File: config.mk
export PLATFORM = sky130hd
export DESIGN_NAME = busca_instrucao_flat
export DESIGN_NICKNAME = d
export VERILOG_FILES = /design/src/rtl/busca_instrucao_if.sv /design/src/rtl/busca_instrucao.sv /design/src/flat_wrapper.sv
export SDC_FILE = /design/constraint.sdc
export NUM_CORES = 1
export LEC_CHECK = 0
export BUFFER_PORTS_ARGS = -buffer_cell sky130_fd_sc_hd__clkbuf_2
export CAP_MARGIN = 10
export CORE_ASPECT_RATIO = 1.1
export CORE_MARGIN = 2
export CORE_UTILIZATION = 45
export CTS_CLUSTER_SIZE = 16
export DETAILED_ROUTE_END_ITERATION = 8
export GPL_ROUTABILITY_DRIVEN = 0
export PLACE_DENSITY = 0.78
export SLEW_MARGIN = 25
export SYNTH_ARGS = -nofsm -noshare
export SYNTH_HDL_FRONTEND = slang
export SYNTH_SLANG_ARGS = --single-unit
export TNS_END_PERCENT = 5
File: constraint.sdc
create_clock -name clock -period 17.85 [get_ports clock]
set_clock_uncertainty 0.2 [all_clocks]
set_input_delay 3.57 -clock clock [delete_from_list [all_inputs] [get_ports clock]]
set_output_delay 3.57 -clock clock [all_outputs]
set_load 0.005 [all_outputs]
File: src/rtl/busca_instrucao_if.sv
// busca_instrucao_if: memory read bus plus the decode-side valid/stall
// handshake of the instruction-fetch stage. The fetch stage uses the master
// modport; instruction memory and decode sit behind the slave modport.
interface busca_instrucao_if;
    logic        mem_req;
    logic [31:0] mem_addr;
    logic        mem_ack;
    logic [31:0] mem_dado;
    logic        id_stall;
    logic        id_valido;
    logic [31:0] id_instrucao;
    logic [31:0] id_pc;
    logic [31:0] id_pc_mais4;

    modport master (
        output mem_req, mem_addr, id_valido, id_instrucao, id_pc, id_pc_mais4,
        input  mem_ack, mem_dado, id_stall
    );

    modport slave (
        input  mem_req, mem_addr, id_valido, id_instrucao, id_pc, id_pc_mais4,
        output mem_ack, mem_dado, id_stall
    );
endinterface

File: src/rtl/busca_instrucao.sv
// busca_instrucao: instruction-fetch stage. Keeps the fetch PC, keeps at most
// one read outstanding to instruction memory, buffers returned words with
// their PC in a 2-entry prefetch queue and hands the head to decode.
// Redirects flush the queue and drop the data of a request already in flight.
// Optional feature macro: BUSCA_CONTADOR_EN adds the contador_busca output,
// a count of instructions accepted by decode.
module busca_instrucao #(
    parameter logic [31:0] RESET_PC = 32'h0000_0000
) (
    input  logic        clock,
    input  logic        reset,
    busca_instrucao_if.master bus,
    input  logic        desvio,
    input  logic [31:0] alvo
`ifdef BUSCA_CONTADOR_EN
    ,
    output logic [31:0] contador_busca
`endif
);

    localparam logic [1:0] OCIOSO   = 2'd0;
    localparam logic [1:0] BUSCA    = 2'd1;
    localparam logic [1:0] DESCARTA = 2'd2;

    logic [1:0]  estado_q, estado_d;
    logic [31:0] pc_q, pc_d;
    logic        mem_req_q, mem_req_d;
    logic [31:0] mem_addr_q, mem_addr_d;
    logic [1:0]  ocup_q, ocup_d;
    logic [31:0] inst0_q, inst0_d;
    logic [31:0] pc0_q, pc0_d;
    logic [31:0] inst1_q, inst1_d;
    logic [31:0] pc1_q, pc1_d;

    logic        push;
    logic        pop;
    logic        livre;
    logic [31:0] alvo_alinhado;
    logic [31:0] pc_apos;
    logic [1:0]  ocup_apos;

    // Next-state: redirect wins over everything, otherwise pop/push the queue
    // and issue a new read whenever the memory port is free and there will be room.
    always_comb begin
        alvo_alinhado = alvo & 32'hFFFF_FFFC;
        pop           = (ocup_q != 2'd0) && !bus.id_stall;
        push          = (estado_q == BUSCA) && bus.mem_ack;
        livre         = (estado_q == OCIOSO) || push;
        pc_apos       = push ? pc_q + 32'd4 : pc_q;
        ocup_apos     = ocup_q + {1'b0, push} - {1'b0, pop};

        estado_d   = estado_q;
        pc_d       = pc_q;
        mem_req_d  = mem_req_q;
        mem_addr_d = mem_addr_q;
        ocup_d     = ocup_q;
        inst0_d    = inst0_q;
        pc0_d      = pc0_q;
        inst1_d    = inst1_q;
        pc1_d      = pc1_q;

        if (desvio) begin
            ocup_d = 2'd0;
            pc_d   = alvo_alinhado;
            case (estado_q)
                OCIOSO: begin
                    estado_d   = BUSCA;
                    mem_req_d  = 1'b1;
                    mem_addr_d = alvo_alinhado;
                end
                BUSCA: begin
                    if (bus.mem_ack) begin
                        estado_d  = OCIOSO;
                        mem_req_d = 1'b0;
                    end else begin
                        estado_d  = DESCARTA;
                    end
                end
                default: begin
                    if (bus.mem_ack) begin
                        estado_d  = OCIOSO;
                        mem_req_d = 1'b0;
                    end
                end
            endcase
        end else begin
            pc_d   = pc_apos;
            ocup_d = ocup_apos;

            if (pop) begin
                inst0_d = inst1_q;
                pc0_d   = pc1_q;
            end
            if (push) begin
                if (ocup_apos == 2'd1) begin
                    inst0_d = bus.mem_dado;
                    pc0_d   = mem_addr_q;
                end else begin
                    inst1_d = bus.mem_dado;
                    pc1_d   = mem_addr_q;
                end
            end

            if (estado_q == DESCARTA) begin
                if (bus.mem_ack) begin
                    estado_d  = OCIOSO;
                    mem_req_d = 1'b0;
                end
            end else if (livre) begin
                if (ocup_apos < 2'd2) begin
                    estado_d   = BUSCA;
                    mem_req_d  = 1'b1;
                    mem_addr_d = pc_apos;
                end else begin
                    estado_d  = OCIOSO;
                    mem_req_d = 1'b0;
                end
            end
        end
    end

    // State, request and queue registers; reset abandons any in-flight read.
    always_ff @(posedge clock or posedge reset) begin
        if (reset) begin
            estado_q   <= OCIOSO;
            pc_q       <= RESET_PC;
            mem_req_q  <= 1'b0;
            mem_addr_q <= 32'd0;
            ocup_q     <= 2'd0;
            inst0_q    <= 32'd0;
            pc0_q      <= 32'd0;
            inst1_q    <= 32'd0;
            pc1_q      <= 32'd0;
        end else begin
            estado_q   <= estado_d;
            pc_q       <= pc_d;
            mem_req_q  <= mem_req_d;
            mem_addr_q <= mem_addr_d;
            ocup_q     <= ocup_d;
            inst0_q    <= inst0_d;
            pc0_q      <= pc0_d;
            inst1_q    <= inst1_d;
            pc1_q      <= pc1_d;
        end
    end

    assign bus.mem_req      = mem_req_q;
    assign bus.mem_addr     = mem_addr_q;
    assign bus.id_valido    = (ocup_q != 2'd0);
    assign bus.id_instrucao = inst0_q;
    assign bus.id_pc        = pc0_q;
    assign bus.id_pc_mais4  = pc0_q + 32'd4;

`ifdef BUSCA_CONTADOR_EN
    logic [31:0] contador_q;

    // Count only real handoffs to decode; a redirect edge flushes instead of popping.
    always_ff @(posedge clock or posedge reset) begin
        if (reset) begin
            contador_q <= 32'd0;
        end else if (pop && !desvio) begin
            contador_q <= contador_q + 32'd1;
        end
    end

    assign contador_busca = contador_q;
`endif

endmodule

File: src/flat_wrapper.sv
// flat-port wrapper written by rule: the top's interface ports become plain ports
module busca_instrucao_flat 
#(
    parameter logic [31:0] RESET_PC = 32'h0000_0000
)
  (clock, reset, desvio, alvo, bus_mem_req, bus_mem_addr, bus_id_valido, bus_id_instrucao, bus_id_pc, bus_id_pc_mais4, bus_mem_ack, bus_mem_dado, bus_id_stall);
  busca_instrucao_if bus_i ();
  input  logic clock;
  input  logic reset;
  input  logic desvio;
  input  logic [31:0] alvo;
  output wire logic [$bits(bus_i.mem_req)-1:0] bus_mem_req;
  output wire logic [$bits(bus_i.mem_addr)-1:0] bus_mem_addr;
  output wire logic [$bits(bus_i.id_valido)-1:0] bus_id_valido;
  output wire logic [$bits(bus_i.id_instrucao)-1:0] bus_id_instrucao;
  output wire logic [$bits(bus_i.id_pc)-1:0] bus_id_pc;
  output wire logic [$bits(bus_i.id_pc_mais4)-1:0] bus_id_pc_mais4;
  input wire logic [$bits(bus_i.mem_ack)-1:0] bus_mem_ack;
  input wire logic [$bits(bus_i.mem_dado)-1:0] bus_mem_dado;
  input wire logic [$bits(bus_i.id_stall)-1:0] bus_id_stall;
  assign bus_mem_req = bus_i.mem_req;
  assign bus_mem_addr = bus_i.mem_addr;
  assign bus_id_valido = bus_i.id_valido;
  assign bus_id_instrucao = bus_i.id_instrucao;
  assign bus_id_pc = bus_i.id_pc;
  assign bus_id_pc_mais4 = bus_i.id_pc_mais4;
  assign bus_i.mem_ack = bus_mem_ack;
  assign bus_i.mem_dado = bus_mem_dado;
  assign bus_i.id_stall = bus_id_stall;
  busca_instrucao #(.RESET_PC(RESET_PC)) u_core (.clock(clock), .reset(reset), .bus(bus_i), .desvio(desvio), .alvo(alvo));
endmodule
==> results of run 1 <==
## cell families (layout without fill, tap and decap cells)
kind of cell | after synthesis | in the layout | share of synthesized area [%]
simple gates | 252 | 252 | 15.7
flops | 197 | 197 | 52.4
compound gates | 122 | 122 | 11.2
mux | 93 | 93 | 11.4
buf+inv | 68 | 248 | 3.76
xor+xnor | 53 | 53 | 5.09
fa+ha+maj | 4 | 4 | 0.532
## worst max-delay path, cell delays in order (launching register included)
cell and delay, ns:
sky130_fd_sc_hd__dfrtp_1 0.47, sky130_fd_sc_hd__and4_1 0.37, sky130_fd_sc_hd__nand4_1 0.41, sky130_fd_sc_hd__nor2_1 0.40, sky130_fd_sc_hd__nand4_1 0.16, sky130_fd_sc_hd__xnor2_1 0.19
sky130_fd_sc_hd__clkbuf_2 0.14
## routing by layer
metal  up-vias  part of all wire, %
met4         0                  1.2
met5         -                    0
li1       3310                    -
met2       230                   50
met3        22                  5.3
met1      3600                   44
## per-stage QoR
stage	hold slack [ns]	std cells	util [%]	total power [mW]	setup slack, ns
after floorplan	0.259	789	-	1.18	8.71
after global placement	0.267	1194	51.0	1.41	11.28
after detailed placement	0.278	1194	51.0	1.43	11.25
after CTS	0.294	1225	53.6	1.80	11.42
after global routing	0.318	1225	53.6	1.90	11.28
final	0.292	1225	53.6	1.79	11.50
## power by group through the flow
| stage | sequential (mW) | clock, mW | combinational [mW] |
|---|---|---|---|
| floorplan | 0.749 | 0 | 0.434 |
| global placement | 0.790 | 0 | 0.616 |
| detailed placement | 0.801 | 0 | 0.633 |
| CTS | 0.794 | 0.370 | 0.637 |
| global route | 0.821 | 0.387 | 0.696 |
| finish | 0.797 | 0.361 | 0.631 |
## cell usage in the layout (no fill, tap or decap), types with 10 or more instances in the layout
| cell | netlist | final |
|---|---|---|
| sky130_fd_sc_hd__dfrtp_1 | 197 | 197 |
| sky130_fd_sc_hd__clkbuf_2 | 0 | 196 |
| sky130_fd_sc_hd__and3_1 | 74 | 74 |
| sky130_fd_sc_hd__a221o_1 | 72 | 72 |
| sky130_fd_sc_hd__mux2_2 | 66 | 66 |
| sky130_fd_sc_hd__nand2_1 | 36 | 36 |
| sky130_fd_sc_hd__xnor2_1 | 36 | 36 |
| sky130_fd_sc_hd__nor2_1 | 26 | 26 |
| sky130_fd_sc_hd__nand3_1 | 25 | 25 |
| sky130_fd_sc_hd__nand4_1 | 20 | 20 |
| sky130_fd_sc_hd__nor2b_1 | 17 | 17 |
| sky130_fd_sc_hd__clkbuf_16 | 0 | 17 |
| sky130_fd_sc_hd__xor2_1 | 16 | 16 |
| sky130_fd_sc_hd__mux2_1 | 14 | 14 |
| sky130_fd_sc_hd__inv_1 | 14 | 13 |
| sky130_fd_sc_hd__o21ai_0 | 12 | 12 |
| sky130_fd_sc_hd__a22oi_1 | 10 | 10 |
## state kept, by name, indices dropped and copies added, names as in the netlist, 2 cells and up
signal / cells
u_core.pc_q: 32
u_core.pc1_q: 32
u_core.inst1_q: 32
u_core.bus.id_instrucao: 32
u_core.bus.id_pc: 32
u_core.estado_q: 2
u_core.ocup_q: 2
u_core.bus.mem_addr: 32
## final timing paths
path / start / end / slack (ns) / cells after the start
min in group asynchronous: reset / u_core.bus.id_pc[6] / 3.10 / 2
worst min-delay path: u_core.inst1_q[28] / u_core.inst1_q[28] / 0.29 / 1
worst max register to register: u_core.estado_q[0] / u_core.inst1_q[21] / 14.35 / 8
worst max-delay path: u_core.bus.id_pc[4] / bus_id_pc_mais4[26] / 11.50 / 6
max in group asynchronous: reset / u_core.inst1_q[21] / 12.89 / 3
worst min register to register: u_core.inst1_q[28] / u_core.inst1_q[28] / 0.29 / 1
## area by class of cell
cell class	count	area, sq um
Sequential cell	197	4930
Timing Repair Buffer	202	1030
Inverter	15	63.8
Multi-Input combinational cell	524	4150
Tap cell	256	320
Clock inverter	14	121
Fill cell	1763	9540
Clock buffer	17	425
==> results by group, run 1 <==
Cells and area
  – Post-route cell area: 11000 sq um
  – Final net count: 1030
  – Ratio of cells with drive above 1 in the final layout: 34.0%
  – Number of diodes: 0
  – Layout-stage area growth over the synthesis result: 17.2%

Worst setup path
  – Critical path startpoint category: register
  – Worst Path Required: 14.08 ns
  – Largest driver fanout on the critical path: 7
  – Data arrival at the endpoint of the critical path: 2.58 ns
  – Setup crit end kind: output pin
  – Startpoint-to-endpoint class of the critical path: reg2out

Clock tree
  – Setup Buffers After CTS: 0
  – Count of cells resized by post-cts repair: 0
  – Clk_lat worst skew: 0.43 ns
  – Clock sinks: 197
  – Clock slew at the register clock pins of the worst setup and hold paths: 0.07 ns
  – TritonCTS clock tree: yes
  – Cts hold-fix bufs: 0
  – Clk Tree Root Cell: sky130_fd_sc_hd__clkbuf_16
  – Cts bufs inserted: 17
  – Maximum number of buffers from clock root to sink: 2
  – Clock H-tree levels: 4

Timing
  – Number of hold violations in the final report: 0
  – Unrepaired setup endpoints after global routing: false
  – Clock period minus final worst setup slack: 6.35 ns
  – Final-report setup violation count: 0
  – Highest Clock Rate: 158 MHz
  – Final clock period utilization by the worst path: 35.6%
  – Transition time at the pin with the least slew margin: 0.891 ns
  – Max-slew violation total from the final report: 0
  – Worst relative slew slack: 40.6%
  – Total negative slack: 0 ns

Pwr
  – Part of the power in registers: 44.6%
  – Share of power burned in the clock network: 20.2%
  – Combinational cell fraction of total power: 35.3%
  – Power Density: 162 nW/um^2
  – Cell internal power dissipation: 1.15 mW
  – Net load switching power: 0.635 mW
  – Static power due to leakage: 5.25 nW
  – Switching power as a share of total power: 35.5%
  – Worst IR drop on VDD: 80.6 uV

Floorplanning
  – Die area: 22100 sq um
  – Number of rows created at floorplan: 55
  – Area of the core region: 20600 sq um
  – Effective utilization at floorplan: 45.8%
  – Die width: 142 um
  – Boundary Pins: 199
  – Die span in y: 156 um

Run
  – Count of max-cap constraint violations: 0

Synthesis
  – Most frequently used cell type in the post-synthesis netlist: sky130_fd_sc_hd__dfrtp_1
  – Synthesized area per cell: 11.9 sq um
  – Number of warnings issued by yosys: 0
  – Proportion of register bits with asynchronous set or reset after synthesis: 100%
  – Number of synthesized flops with an enable pin: 0
  – Number of instances in the synthesized netlist: 789
  – Number of distinct library cells after synthesis: 61
  – Proportion of synthesized chip area in sequential cells: 52.4%
  – Post-synthesis instance area: 9420 sq um
  – Yosys reg bits: 197
  – Fraction of synthesized cell area taken by the top area cell type: 52.4%
  – Library cell with the largest summed area after synthesis: sky130_fd_sc_hd__dfrtp_1
  – Synth cell count leaders: 197 x sky130_fd_sc_hd__dfrtp_1, 74 x sky130_fd_sc_hd__and3_1, 72 x sky130_fd_sc_hd__a221o_1
  – Most used DFF post-synth: sky130_fd_sc_hd__dfrtp_1
  – Net Count, Synth: 862
  – Top post-synthesis cells by area: sky130_fd_sc_hd__dfrtp_1 52%, sky130_fd_sc_hd__mux2_2 7.9%, sky130_fd_sc_hd__a221o_1 7.7%

GRT
  – Number of antenna violations at the first check in global routing: 0
  – Gr usage total: 21.8%
  – Most used routing layer in global routing: met2
  – Met2 Use GR: 36.7%
  – Vias in the first global route: 7217
  – Met1 capacity usage during global routing: 28.8%
  – Pin count of the biggest net entering global routing: 129
  – Remaining global-route overflow: 0
  – Routing usage on met3: 4.39%
  – First-pass GRT wire length: 38100 um

Routing
  – Wirelength, routed: 23600 um
  – Number of vias per cell after detailed routing: 5.85
  – Residual antenna-violating net count after detailed routing: 0
  – Iteration-0 DRC Markers: 469
  – DR DRC count: 0
  – Routed WL per cell: 19.3 um
  – Length of the first detailed-routing pass in iterations: 5
  – Via count: 7162

Hold path
  – Worst hold path class: reg2reg

Status
  – Result of the run: finished, final reports clean

Placement
  – Buffers on Ports: 196
  – Area post-placement: 10500 sq um
  – HPWL after DPL: 16100 um
(Power assumes the default switching activity.)
==> inputs of run 2 (changes only) <==
==> constraint.sdc (replaced) <==
create_clock -name clock -period 6.59 [get_ports clock]
set_clock_uncertainty 0.2 [all_clocks]
set_input_delay 1.318 -clock clock [delete_from_list [all_inputs] [get_ports clock]]
set_output_delay 1.318 -clock clock [all_outputs]
set_load 0.005 [all_outputs]
==> run 2 against run 1 <==
  * Combinational power increased to 2.7 times the previous value
  * Highest routed layer unchanged
  * Largest cell class unchanged
  * Sequential cell count unchanged
  * First-iteration DRC count increased by 8.5%
  * Non-clock buffer count increased by 4
  * Largest power group unchanged
  * Hold slack about the same
==> results by group, run 2 (same netlist as run 1, synthesis figures left out) <==
Clock tree
  – Cts bufs inserted: 17 (unchanged)
  – Setup Buffers After CTS: 0 (unchanged)
  – Count of cells resized by post-cts repair: 0 (unchanged)
  – TritonCTS clock tree: yes (unchanged)
  – Clock H-tree levels: 4 (unchanged)
  – Maximum number of buffers from clock root to sink: 2 (unchanged)
  – Clock slew at the register clock pins of the worst setup and hold paths: 0.07 ns (about the same)
  – Clk_lat worst skew: 0.43 ns (about the same)
  – Clk Tree Root Cell: sky130_fd_sc_hd__clkbuf_16 (unchanged)
  – Cts hold-fix bufs: 0 (unchanged)
  – Clock sinks: 197 (unchanged)

Worst setup path
  – Reg2reg path depth: 8 (unchanged)
  – Cell type group with the largest total delay on the critical path: simple AND/OR/NAND/NOR gates (unchanged)
  – Crit Reg-Reg Startpoint: u_core.estado_q[0] (unchanged)
  – CP dominant cell by count: sky130_fd_sc_hd__nand4_1 (unchanged)
  – Largest driver fanout on the critical path: 7 (unchanged)
  – Cell Chain, Critical Path: and4_1, nand4_1, nor2_1, nand4_1, xnor2_1, clkbuf_2 (unchanged)
  – R2r endpoint: u_core.pc1_q[28] (was u_core.inst1_q[21])
  – Setup crit end kind: output pin (unchanged)
  – Critical path startpoint category: register (unchanged)
  – Count of cell instances traversed by the critical path: 6 (unchanged)
  – Standard cell with the maximum stage delay on the critical path: sky130_fd_sc_hd__dfrtp_1 (unchanged)
  – Startpoint-to-endpoint class of the critical path: reg2out (unchanged)
  – Source of the critical timing path: u_core.bus.id_pc[4] (unchanged)
  – Delay of the slowest cell on the worst path: 0.48 ns (was 0.47 ns)
  – Endpoint of the worst setup timing path: bus_id_pc_mais4[26] (unchanged)
  – Reg-to-reg slack, setup: 2.77 ns (was 14.35 ns)
  – Number of buffers and inverters on the critical path: 1 (unchanged)
  – Data arrival at the endpoint of the critical path: 2.57 ns (was 2.58 ns)
  – Worst Path Required: 5.07 ns (was 14.08 ns)

Cells and area
  – Final net count: 1034 (was 1030)
  – Layout-stage area growth over the synthesis result: 18.2% (was 17.2%)
  – Most frequent cells in the layout: 197 x sky130_fd_sc_hd__dfrtp_1, 196 x sky130_fd_sc_hd__clkbuf_2, 74 x sky130_fd_sc_hd__and3_1 (unchanged)
  – Ratio of cells with drive above 1 in the final layout: 34.3% (was 34.0%)
  – Number of fill cells in the layout: 1795 (was 1763)
  – Most common cell after layout, fill and taps aside: sky130_fd_sc_hd__dfrtp_1 (unchanged)
  – Number of diodes: 0 (unchanged)
  – Post-route cell area: 11100 sq um (was 11000 sq um)

Routing
  – Routed WL per cell: 19.0 um (was 19.3 um)
  – Number of vias per cell after detailed routing: 5.85 (about the same)
  – Residual antenna-violating net count after detailed routing: 0 (unchanged)
  – Wirelength, routed: 23400 um (was 23600 um)
  – Length of the first detailed-routing pass in iterations: 5 (unchanged)
  – Iteration-0 DRC Markers: 509 (was 469)
  – DR DRC count: 0 (unchanged)
  – Via count: 7191 (was 7162)

Timing
  – Transition time at the pin with the least slew margin: 1.04 ns (was 0.891 ns)
  – Unrepaired setup endpoints after global routing: false (unchanged)
  – Number of hold violations in the final report: 0 (unchanged)
  – Clock period minus final worst setup slack: 4.09 ns
  – Final-report setup violation count: 0 (unchanged)
  – Final hold slack: 0.292 ns (about the same)
  – Worst relative slew slack: 30.9% (was 40.6%)
  – Final clock period utilization by the worst path: 62.1%
  – Max-slew violation total from the final report: 0 (unchanged)
  – Highest Clock Rate: 245 MHz
  – Total negative slack: 0 ns (unchanged)

Run
  – Count of max-cap constraint violations: 0 (unchanged)

Floorplanning
  – Die area: 22100 sq um (unchanged)
  – Area of the core region: 20600 sq um (unchanged)
  – Boundary Pins: 199 (unchanged)
  – Effective utilization at floorplan: 45.8% (unchanged)
  – Die span in y: 156 um (unchanged)
  – Die width: 142 um (unchanged)
  – Number of rows created at floorplan: 55 (unchanged)

Pwr
  – Power Density: 441 nW/um^2 (was 162 nW/um^2)
  – Total power draw: 4.91 mW (was 1.79 mW)
  – Static power due to leakage: 5.31 nW (was 5.25 nW)
  – Worst IR drop on VDD: 189 uV (was 80.6 uV)

GRT
  – First-pass GRT wire length: 37900 um (was 38100 um)
  – Number of antenna violations at the first check in global routing: 0 (unchanged)
  – Remaining global-route overflow: 0 (unchanged)
  – Vias in the first global route: 7040 (was 7217)
  – Pin count of the biggest net entering global routing: 78 (was 129)
  – Gr usage total: 21.7% (was 21.8%)

Status
  – Result of the run: finished, final reports clean (unchanged)

Hold path
  – Worst hold path class: reg2reg (unchanged)

Placement
  – Buffers on Ports: 196 (unchanged)
  – Area post-placement: 10500 sq um (about the same)
  – HPWL after DPL: 16100 um (about the same)
-- run 2: stage by stage --
stage | cells | worst slack, ns | util, %
after floorplan | 789 | 2.53 | -
after global placement | 1197 | 2.09 | 51.0
after detailed placement | 1197 | 2.07 | 51.0
after CTS | 1229 | 2.42 | 54.0
after global routing | 1230 | 2.25 | 54.1
final | 1230 | 2.50 | 54.1
-- run 2: layout make-up --
| class | count | area [sq um] | area share [%] |
|---|---|---|---|
| Inverter | 15 | 60.1 | 0.540 |
| Clock buffer | 17 | 425 | 3.82 |
| Tap cell | 256 | 320 | 2.88 |
| Sequential cell | 197 | 4930 | 44.3 |
| Clock inverter | 15 | 180 | 1.62 |
| Timing Repair Buffer | 206 | 1070 | 9.60 |
| Multi-Input combinational cell | 524 | 4150 | 37.3 |
-- run 2: where the power goes --
part / internal, mW / leakage, nW / switching (mW)
logic: 0.941 / 2.60 / 0.773
registers: 1.69 / 2.41 / 0.461
clock network: 0.518 / 0.296 / 0.522
total: 3.15 / 5.31 / 1.76
-- run 2: worst min path at each step --
| stage | slack (ns) | from | endpoint | cells after the start |
|---|---|---|---|---|
| 2_1_floorplan | 0.26 | u_core.inst1_q[0] | u_core.inst1_q[0] | 1 |
| 3_3_place_gp | 0.27 | u_core.inst1_q[0] | u_core.inst1_q[0] | 1 |
| 3_5_place_dp | 0.27 | u_core.inst1_q[28] | u_core.inst1_q[28] | 1 |
| 4_1_cts | 0.29 | u_core.inst1_q[28] | u_core.inst1_q[28] | 1 |
| 5_1_grt | 0.31 | u_core.inst1_q[12] | u_core.inst1_q[12] | 1 |
| 6_report | 0.29 | u_core.inst1_q[28] | u_core.inst1_q[28] | 1 |
-- run 2: worst register-to-register path, delay by kind of cell (launching register included) --
kind                       cells  cell delay [ns]
buffers and inverters          2             0.60
muxes                          1             0.36
DFF                            1             0.74
xor gates and xnor gates       1             0.33
adders and majority gates      1             0.18
and+or+nand+nor                3             1.29
-- run 2: metal layers --
layer	track usage, %	wire length (um)	vias up
li1	-	-	3310
met1	30.1	10400	3602
met2	34.8	11200	252
met3	3.74	1330	27
met4	6.95	486	0
met5	0	0	-
